$ cat src/rtl/fetch_stage.sv
`default_nettype none
// ============================================================================
//  Module   : fetch_stage
//  Purpose  : PC, instruction-memory read issue and prefetch FIFO feeding decode
//  Revision : 1.0  initial release
// ============================================================================
module fetch_stage #(
    parameter logic [31:0] RESET_PC = 32'h0000_0020,
    parameter int          DEPTH    = 2
) (
    input  logic        clk,
    input  logic        reset,
    input  logic        fetch_hold,
    output logic        imem_rd_en,
    output logic [31:0] imem_addr,
    input  logic [15:0] imem_rdata,
    input  logic        redirect,
    input  logic [31:0] redirect_pc,
    output logic        if_valid,
    output logic [15:0] if_instr,
    output logic [31:0] if_pc,
    input  logic        id_ready
);

    localparam int                 PTR_W   = (DEPTH > 1) ? $clog2(DEPTH) : 1;
    localparam int                 CNT_W   = $clog2(DEPTH + 1);
    localparam logic [CNT_W:0]     C_DEPTH = (CNT_W + 1)'(DEPTH);
    localparam logic [PTR_W-1:0]   C_LAST  = PTR_W'(DEPTH - 1);

    logic [31:0]      r_fpc;
    logic [31:0]      r_pend_pc;
    logic             r_pending;
    logic [CNT_W-1:0] r_count;
    logic [PTR_W-1:0] r_rd_ptr;
    logic [PTR_W-1:0] r_wr_ptr;
    logic [15:0]      r_instr_q [DEPTH];
    logic [31:0]      r_pc_q    [DEPTH];

    logic             w_pop;
    logic             w_push;
    logic             w_issue;
    logic [CNT_W:0]   w_credit;

    function automatic logic [PTR_W-1:0] next_ptr(input logic [PTR_W-1:0] p);
        return (p == C_LAST) ? '0 : p + 1'b1;
    endfunction

    assign if_valid = (r_count != '0);
    assign w_pop    = if_valid & id_ready;
    assign w_push   = r_pending;

    // Occupancy the FIFO would have if every outstanding read lands, crediting this cycle's pop.
    assign w_credit = {1'b0, r_count} + {{CNT_W{1'b0}}, r_pending} - {{CNT_W{1'b0}}, w_pop};
    assign w_issue  = reset & ~fetch_hold & ~redirect & (w_credit < C_DEPTH);

    assign imem_rd_en = w_issue;
    assign imem_addr  = r_fpc;
    assign if_instr   = r_instr_q[r_rd_ptr];
    assign if_pc      = r_pc_q[r_rd_ptr];

    always_ff @(posedge clk) begin
        if (!reset) begin
            r_fpc     <= RESET_PC;
            r_pending <= 1'b0;
            r_count   <= '0;
            r_rd_ptr  <= '0;
            r_wr_ptr  <= '0;
        end else if (redirect) begin
            r_fpc     <= redirect_pc;
            r_pending <= 1'b0;
            r_count   <= '0;
            r_rd_ptr  <= '0;
            r_wr_ptr  <= '0;
        end else begin
            r_pending <= w_issue;
            if (w_issue) begin
                r_fpc     <= r_fpc + 32'd1;
                r_pend_pc <= r_fpc;
            end
            if (w_push) r_wr_ptr <= next_ptr(r_wr_ptr);
            if (w_pop)  r_rd_ptr <= next_ptr(r_rd_ptr);
            case ({w_push, w_pop})
                2'b10:   r_count <= r_count + 1'b1;
                2'b01:   r_count <= r_count - 1'b1;
                default: r_count <= r_count;
            endcase
        end
    end

    // Storage carries no reset; only the pointers and count define what is live.
    always_ff @(posedge clk) begin
        if (reset && !redirect && w_push) begin
            r_instr_q[r_wr_ptr] <= imem_rdata;
            r_pc_q[r_wr_ptr]    <= r_pend_pc;
        end
    end

endmodule
`default_nettype wire

$ cat config.mk
export PLATFORM = sky130hd
export DESIGN_NAME = fetch_stage
export DESIGN_NICKNAME = d
export VERILOG_FILES = /design/src/rtl/fetch_stage.sv
export SDC_FILE = /design/constraint.sdc
export NUM_CORES = 1
export LEC_CHECK = 0
export BUFFER_PORTS_ARGS = -buffer_cell sky130_fd_sc_hd__buf_2
export CAP_MARGIN = 20
export CORE_MARGIN = 8
export CORE_UTILIZATION = 45
export CTS_CLUSTER_DIAMETER = 60
export DETAILED_ROUTE_END_ITERATION = 12
export PLACE_DENSITY = 0.67
export SYNTH_ARGS = -nofsm -noshare
export SYNTH_HDL_FRONTEND = slang
export SYNTH_SLANG_ARGS = --single-unit
$ cat constraint.sdc
create_clock -name clk -period 15.8 [get_ports clk]
set_input_delay 2.37 -clock clk [delete_from_list [all_inputs] [get_ports clk]]
set_output_delay 2.37 -clock clk [all_outputs]
set_load 0.02 [all_outputs]
# Word level (Yosys, flattened, before mapping)
# Memories as Yosys holds them, arrays and structs flattened. A register that Yosys moved wholly into a read port is not among the register bits.
# Index checks and enable logic that the tools add are counted.
[totals]
register_bits = 69
mem_bits_rw = 96
output_inout_bits = 82
mem_count = 2
[op_classes]
addsub = 7
magnitude_cmp = 1
eq_ne = 2
muxes = 11
bitwise_logic = 7
reduce_logical = 8
[mem_list]
columns = ["memory", "depth", "word_bits", "read_ports", "rd_clocked_by_memory_dff", "write_ports", "line", "text"]
rows = [
  ["r_pc_q", 2, 32, 1, 1, 1, "37", "logic [31:0] r_pc_q [DEPTH];"],
  ["r_instr_q", 2, 16, 1, 1, 1, "36", "logic [15:0] r_instr_q [DEPTH];"],
]
[op_table]
columns = ["cell", "n"]
rows = [
  ["$mux 32", 2],
  ["$add 32x1->32 const B", 1],
  ["$mux 1", 8],
  ["$reduce_bool 2->1", 3],
  ["$and 1x1->1", 4],
  ["$pmux 2 s2", 1],
  ["$add 2x1->3", 1],
  ["$lt 3x2->1 const B", 1],
  ["$not 1->1", 3],
  ["$reduce_and 3->1", 1],
  ["$sub 3x1->3", 1],
  ["$add 1x1->1 const B", 2],
  ["$add 2x1->2 const B", 1],
  ["$eq 2x1->1 const B", 1],
  ["$eq 2x2->1 const B", 1],
  ["$logic_and 1x1->1", 2],
  ["$reduce_or 2->1", 1],
  ["$sub 2x1->2 const B", 1],
  ["$logic_not 1->1", 1],
]

# Depth between registers and ports, before layout
# Gate-level depths: netlist of the first run.
[depth]
depth_word = 7
depth_mapped = 12
depth_no_buf = 11

# Worst setup path before layout of the first run
# Ideal clock, no wire load.
[synth_path]
path_type = "input port to flip-flop"
start = "in redirect"
end = "mem r_instr_q[0][0] (enable)"
arrival_time_ns = 6.427
path_slack_ns = 8.850
stages = 4
path_buffers = 1
path_cell_list = "clkbuf_1 > inv_1 > nand2_1 > nor3b_1"
[synth_between]
elab_chain_len = 5
[synth_rtl]
columns = ["item", "line", "text"]
rows = [
  ["start: declaration", "17", "input logic redirect,"],
  ["$logic_not 1->1", "92", "if (reset && !redirect && w_push) begin"],
  ["$logic_and 1x1->1 (2 in series)", "92", ""],
  ["$mux 1", "92", ""],
  ["$mux 1 (implied by the code)", "93", "r_instr_q[r_wr_ptr] <= imem_rdata;"],
  ["end: declaration", "36", ""],
]
# No other way between the ends.

# Worst setup path after layout of the first run
[layout_path]
start = "in id_ready"
end = "out imem_rd_en"
[layout_between]
elab_chain_len = 4
[layout_rtl]
columns = ["item", "line", "text"]
rows = [
  ["start: declaration", "22", "input logic id_ready"],
  ["$and 1x1->1", "49", "assign w_pop = if_valid & id_ready;"],
  ["$sub 3x1->3", "53", "assign w_credit = {1'b0, r_count} + {{CNT_W{1'b0}}, r_pending} - {{CNT_W{1'b0}}, w_pop};"],
  ["$lt 3x2->1", "54", "assign w_issue = reset & ~fetch_hold & ~redirect & (w_credit < C_DEPTH);"],
  ["$and 1x1->1", "54", ""],
  ["end: declaration", "14", "output logic imem_rd_en,"],
]
# No other way between the ends.

==> results of run 1 <==
==> worst max-delay path, cell delays in order <==
cell,delay [ps]
buf_2,100
and3_1,200
a21o_1,130
nand2_1,80
fa_1,490
nor4bb_1,350
nand2_1,130
inv_1,590
buf_2,300
==> registers in the layout, indices dropped and copies added (netlist names), named ones only <==
name       flops
r_pc_q        64
imem_addr     32
r_instr_q     32
r_pend_pc     32
r_count        2
r_pending      1
r_rd_ptr       1
r_wr_ptr       1
==> routing by layer <==
metal  vias up  wire length, microns
met5         -                     0
met4         0                   435
met2       207                  7530
met1      2223                  6390
li1       2127                     -
met3        33                  1290
==> cells in the final DEF (no fill, tap or decap), drive strengths merged, types with 12 or more instances in the layout <==
cell | Yosys | final
nor4 | 13 | 13
clkbuf | 20 | 21
mux2 | 49 | 49
a21oi | 25 | 25
nand2 | 32 | 32
nand3 | 12 | 12
inv | 10 | 12
o21ai | 16 | 16
edfxtp | 128 | 128
nor2 | 14 | 14
dfxtp | 38 | 38
buf | 5 | 139
==> layout make-up <==
class,instances,area [sq um]
Sequential cell,166,4610
Clock inverter,11,68.8
Timing Repair Buffer,139,708
Antenna cell,1,2.50
Multi-Input combinational cell,273,1910
Inverter,11,41.3
Clock buffer,21,503
Fill cell,1206,6400
Tap cell,184,230
==> cell families (layout without fill, tap and decap cells) <==
family	count (synthesis)	in the layout	share of synthesized area
AO/OA/AOI/OAI	92	92	0.0895
XOR/XNOR	8	8	0.0105
adder cells (fa/ha/maj)	2	2	0.00489
buffers and inverters	36	182	0.0209
flip-flops	166	166	0.692
multiplexers	49	49	0.0830
other	0	1	0
AND/OR/NAND/NOR	122	122	0.0990
==> synthesized netlist by cell type, types with 7 or more instances <==
cell type,instances
xnor2_1,7
nor4_1,13
and3_1,10
dfxtp_1,38
nor3_1,10
a31oi_1,9
inv_1,10
edfxtp_1,128
nand4_1,8
o21ai_0,16
nand2_1,32
nor2_1,14
nand3_1,12
a21oi_1,25
mux2_2,49
and4_1,7
clkbuf_1,20
==> power by group <==
group | internal, W | switching, W | leakage [nW]
sequential | 0.000479 | 0.0000129 | 1.48
clock | 0.000227 | 0.000161 | 0.287
combinational | 0.0000182 | 0.0000297 | 1.19
total | 0.000724 | 0.000203 | 2.95
==> stage by stage <==
step | std cells | worst slack, ps | utilization
floorplan | 475 | 8850 | -
global placement | 773 | 8800 | 0.518
detailed placement | 773 | 8710 | 0.518
CTS | 805 | 8710 | 0.557
global route | 805 | 8450 | 0.557
finish | 806 | 8680 | 0.558
==> worst max path at each step <==
stage,endpoint,depth (start not counted)
floorplan,r_instr_q[0][0],4
global placement,imem_rd_en,9
detailed placement,imem_rd_en,9
CTS,imem_rd_en,9
global route,imem_rd_en,9
finish,imem_rd_en,9
==> flow_summary_export.csv, run 1 <==
group,metric,value,unit
clock_network,clkTransAtPathRegs,60,ps
place,placed_cell_area,7500,sq um
worst_setup_path,cp_max_fo,23,
synthesis,yosys_most_used_dff,"edfxtp_1",
drt,routed_via_density,5.69,
drt,via_count,4590,
timing,slew_viol_final,0,
global_routing,grt_pass1_vias,4559,
timing,worst_pin_slew,947,ps
worst_setup_path,worstReg2RegStart,"r_count[1]",
cells_and_area,drive_above_1_share,0.361,
clock_network,cts_resized,0,
timing,worst_clock_skew,11.7,ps
synthesis,syn_nets,530,
global_routing,grtUsageMet2,0.273,
place,port_buffers,134,
worst_hold_path,hold_class,"reg -> reg",
synthesis,syn-instance-count,475,
global_routing,grt_first_pass_wirelength,24.1,mm
clock_network,clk_latency,420,ps
drt,ant_nets,0,
timing,hold_violations,0,
power_and_ir_drop,power.leakage,2.95,nW
synthesis,synthDistinctLibCells,51,
timing,period_needed,7120,ps
floorplan,die-area,18900,sq um
global_routing,grt_use_met3,0.0408,
drt,drc,0,
drt,firstDrtPassIters,5,
synthesis,ys_seq_area_frac,0.692,
status,outcome,"finished clean",
synthesis,ys_ff_latch,166,
clock_network,clockRootBuffer,"clkbuf_16",
power_and_ir_drop,irDropWorstVdd,0.0758,mV
cells_and_area,design_area,8070,sq um
power_and_ir_drop,powerDensity,115,nW/um^2
cells_and_area,syn2layout_area_growth,21.4,%
global_routing,grt_max_degree,49,
place,place_hpwl,10.4,mm
worst_hold_path,min_from,"r_pend_pc[28]",
worst_hold_path,hold_path_depth,0,
floorplan,io_pins,135,
drt,post_drt_wl_per_cell,19.4,microns
timing,fmax,140,MHz
worst_setup_path,start_kind,"primary input",
floorplan,core,14500,sq um
timing,hold_ws,444,ps
worst_setup_path,reg2reg_depth,10,
synthesis,avgSynthCellArea,14.0,sq um
synthesis,netlist.area_leader.share,0.578,
synthesis,yosys.area.top_type,"edfxtp_1",
worst_setup_path,worstSetupStartpoint,"id_ready",
synthesis,yosysWarnings,0,
worst_setup_path,worstSetupEndpointType,"primary output",
timing,setup_violations,0,
synthesis,synth-edff-count,128,
timing,post-route-period-util,0.451,
floorplan,initial_utilization,0.459,
synthesis,ys_async_sr_fraction,0,
clock_network,cts_setup_buffers,0,
worst_setup_path,worstPathRequired,13430,ps
place,place_congestion,0.836,
worst_hold_path,hold_end,"r_pc_q[1][28]",
clock_network,clockBufferDepth,2,
clock_network,numCtsBuffers,17,
worst_setup_path,r2r-end,"imem_addr[5]",
timing,setup_tns,0,ps
cells_and_area,final_nets,663,
worst_setup_path,path_class,"in -> out",
global_routing,antenna_found_initial,0,
flow_run,cap_violations,0,
global_routing,overflow,0,
floorplan,fp.dieW,138,microns
worst_setup_path,r2r_slack,12310,ps
timing,rsz0062_at_grt,"no",
clock_network,cts_hold_buf,0,
synthesis,yosys-top-cells-area,"edfxtp_1 58%, dfxtp_1 11%, mux2_2 8.3%, a21oi_1 1.9%, nand2_1 1.8%",
clock_network,htreeDepth,4,
floorplan,die_h,138,microns
clock_network,clock-sinks,166,
timing,relSlewSlack,0.366,
clock_network,cts_tree,"done",
worst_setup_path,crit_arrival,4750,ps
global_routing,track_usage,0.168,
global_routing,use_met1,0.205,
synthesis,synth_area,6650,sq um
floorplan,num_rows,44,
power_and_ir_drop,finalPower,0.000928,W
drt,drt_iter0_drc,316,
drt,wl,15.6,mm
global_routing,top_usage_layer,"met2",
Power figures use the tool's default switching activity.
==> inputs of run 2 (changes only) <==
--- a/config.mk
+++ b/config.mk
@@ -11,7 +11,7 @@
 export CORE_UTILIZATION = 45
 export CTS_CLUSTER_DIAMETER = 60
 export DETAILED_ROUTE_END_ITERATION = 12
-export PLACE_DENSITY = 0.67
+export PLACE_DENSITY = 0.7
 export SYNTH_ARGS = -nofsm -noshare
 export SYNTH_HDL_FRONTEND = slang
 export SYNTH_SLANG_ARGS = --single-unit
==> constraint.sdc (replaced) <==
create_clock -name clk -period 5.7 [get_ports clk]
set_input_delay 0.855 -clock clk [delete_from_list [all_inputs] [get_ports clk]]
set_output_delay 0.855 -clock clk [all_outputs]
set_load 0.02 [all_outputs]
==> run 2 against run 1 <==
Net effect:
- combinational power grew to 2.8 times the previous value
- utilization shrank 0.19 points
- final area shrank 0.34%
- clock skew shrank 1.3 ps
- clock power grew to 2.7 times the previous value
- critical path depth is the same
- first-iteration DRC count grew 4.4%
- largest power group unchanged
- highest routed layer unchanged
- register-to-register slack lost 10000 ps
==> flow_summary_export.csv, run 2 (synthesis gave the netlist of run 1 again) <==
group,metric,value,unit
worst_setup_path,r2r-end,"r_pend_pc[7]",
place,port_buffers,134,
cells_and_area,design_area,8050,sq um
cells_and_area,largest_reg_flops,64,
cells_and_area,layout_commonest_cell,"buf_2",
drt,wl,16.0,mm
power_and_ir_drop,finalPower,0.00256,W
floorplan,die-area,18900,sq um
floorplan,io_pins,135,
drt,ant_nets,0,
clock_network,cts_setup_buffers,0,
timing,fmax,247,MHz
drt,firstDrtPassIters,5,
timing,post-route-period-util,0.711,
clock_network,cts_resized,0,
global_routing,track_usage,0.172,
floorplan,num_rows,44,
clock_network,clk_latency,420,ps
timing,rsz0062_at_grt,"no",
worst_hold_path,min_from,"r_pend_pc[9]",
drt,routed_via_density,5.65,
cells_and_area,regMostFlops,"r_pc_q",
place,place_hpwl,10.7,mm
flow_run,cap_violations,0,
timing,worst_pin_slew,895,ps
timing,relSlewSlack,0.401,
global_routing,antenna_found_initial,0,
drt,drt_iter0_drc,330,
cells_and_area,syn2layout_area_growth,21.0,%
power_and_ir_drop,power.leakage,2.94,nW
status,outcome,"finished clean",
timing,hold_violations,0,
clock_network,clock-sinks,166,
worst_setup_path,crit_arrival,3200,ps
drt,post_drt_wl_per_cell,19.9,microns
worst_hold_path,hold_class,"reg -> reg",
global_routing,grt_first_pass_wirelength,24.6,mm
power_and_ir_drop,powerDensity,318,nW/um^2
clock_network,clkTransAtPathRegs,50,ps
floorplan,fp.dieW,138,microns
cells_and_area,antenna_cells,0,
worst_setup_path,worstPathRequired,4850,ps
floorplan,core,14500,sq um
timing,setup_tns,0,ps
floorplan,initial_utilization,0.459,
cells_and_area,final_cell_mix,"134 x buf_2, 128 x edfxtp_1, 49 x mux2_2",
global_routing,grt_max_degree,49,
clock_network,cts_hold_buf,0,
clock_network,clockBufferDepth,2,
floorplan,die_h,138,microns
timing,worst_clock_skew,10.4,ps
worst_setup_path,worstSetupStartpoint,"id_ready",
place,place_congestion,0.827,
worst_setup_path,worstSetupEndpointType,"primary output",
drt,drc,0,
timing,slew_viol_final,0,
worst_setup_path,setup.worst_path.end,"imem_rd_en",
clock_network,cts_tree,"done",
clock_network,htreeDepth,4,
cells_and_area,fillers,1221,
clock_network,numCtsBuffers,17,
worst_setup_path,cp_max_fo,23,
cells_and_area,final_nets,663,
worst_setup_path,path_class,"in -> out",
timing,setup_violations,0,
global_routing,grt_pass1_vias,4595,
drt,via_count,4548,
timing,period_needed,4050,ps
place,placed_cell_area,7500,sq um
power_and_ir_drop,irDropWorstVdd,0.212,mV
worst_setup_path,reg2reg_depth,9,
cells_and_area,drive_above_1_share,0.356,
clock_network,clockRootBuffer,"clkbuf_16",
worst_setup_path,worstReg2RegStart,"r_count[1]",
worst_setup_path,r2r_slack,2250,ps
global_routing,overflow,0,
worst_setup_path,start_kind,"primary input",
run 2: cell count changes in the layout (fill, tap and decap cells not counted), sizes merged:
| cell | change |
|---|---|
| clkbuf | +2 |
| diode | -1 |
| clkinv | -1 |
| bufinv | +1 |
| inv | -1 |
| clkinvlp | -1 |
run 2: final cells by class:
type,instances,area (sq um),area share
Timing Repair Buffer,139,708,0.0880
Inverter,11,41.3,0.00513
Multi-Input combinational cell,273,1910,0.238
Tap cell,184,230,0.0286
Clock buffer,23,468,0.0582
Sequential cell,166,4610,0.572
Clock inverter,9,78.8,0.00980
run 2: metrics by stage:
| step | std cells | util | hold WS (ps) | worst slack (ps) |
|---|---|---|---|---|
| after floorplan | 475 | - | 421 | 265 |
| after global placement | 773 | 0.518 | 423 | 1740 |
| after detailed placement | 773 | 0.518 | 431 | 1660 |
| after CTS | 805 | 0.556 | 446 | 1680 |
| after global routing | 805 | 0.556 | 450 | 1420 |
| final | 805 | 0.556 | 445 | 1650 |
run 2: worst min path at each step:
stage,end,slack [ps],cells after the start
6_report,r_pc_q[1][9],450,0
4_1_cts,r_pc_q[1][8],450,0
2_1_floorplan,r_pc_q[0][0],420,0
3_3_place_gp,r_pc_q[1][8],420,0
3_5_place_dp,r_pc_q[1][8],430,0
5_1_grt,r_pc_q[1][8],450,0
run 2: critical path: stages:
cell	delay (ps)
buf_2	90
and3_1	200
a21o_1	120
nand2_1	80
fa_1	490
nor4bb_1	330
nand2_1	130
inv_1	590
buf_2	310
run 2: layer usage:
metal,GRT usage,vias to the layer above,share of wire
met3,0.0492,33,0.081
met1,0.209,2194,0.41
met5,0,-,0
li1,-,2126,-
met4,0.0730,0,0.021
met2,0.280,195,0.49
run 2: where the power goes:
| part | internal, W | switching [W] | leakage, nW |
|---|---|---|---|
| Combinational | 0.0000504 | 0.0000827 | 1.19 |
| Clock | 0.000622 | 0.000441 | 0.275 |
| Sequential | 0.00133 | 0.0000365 | 1.48 |
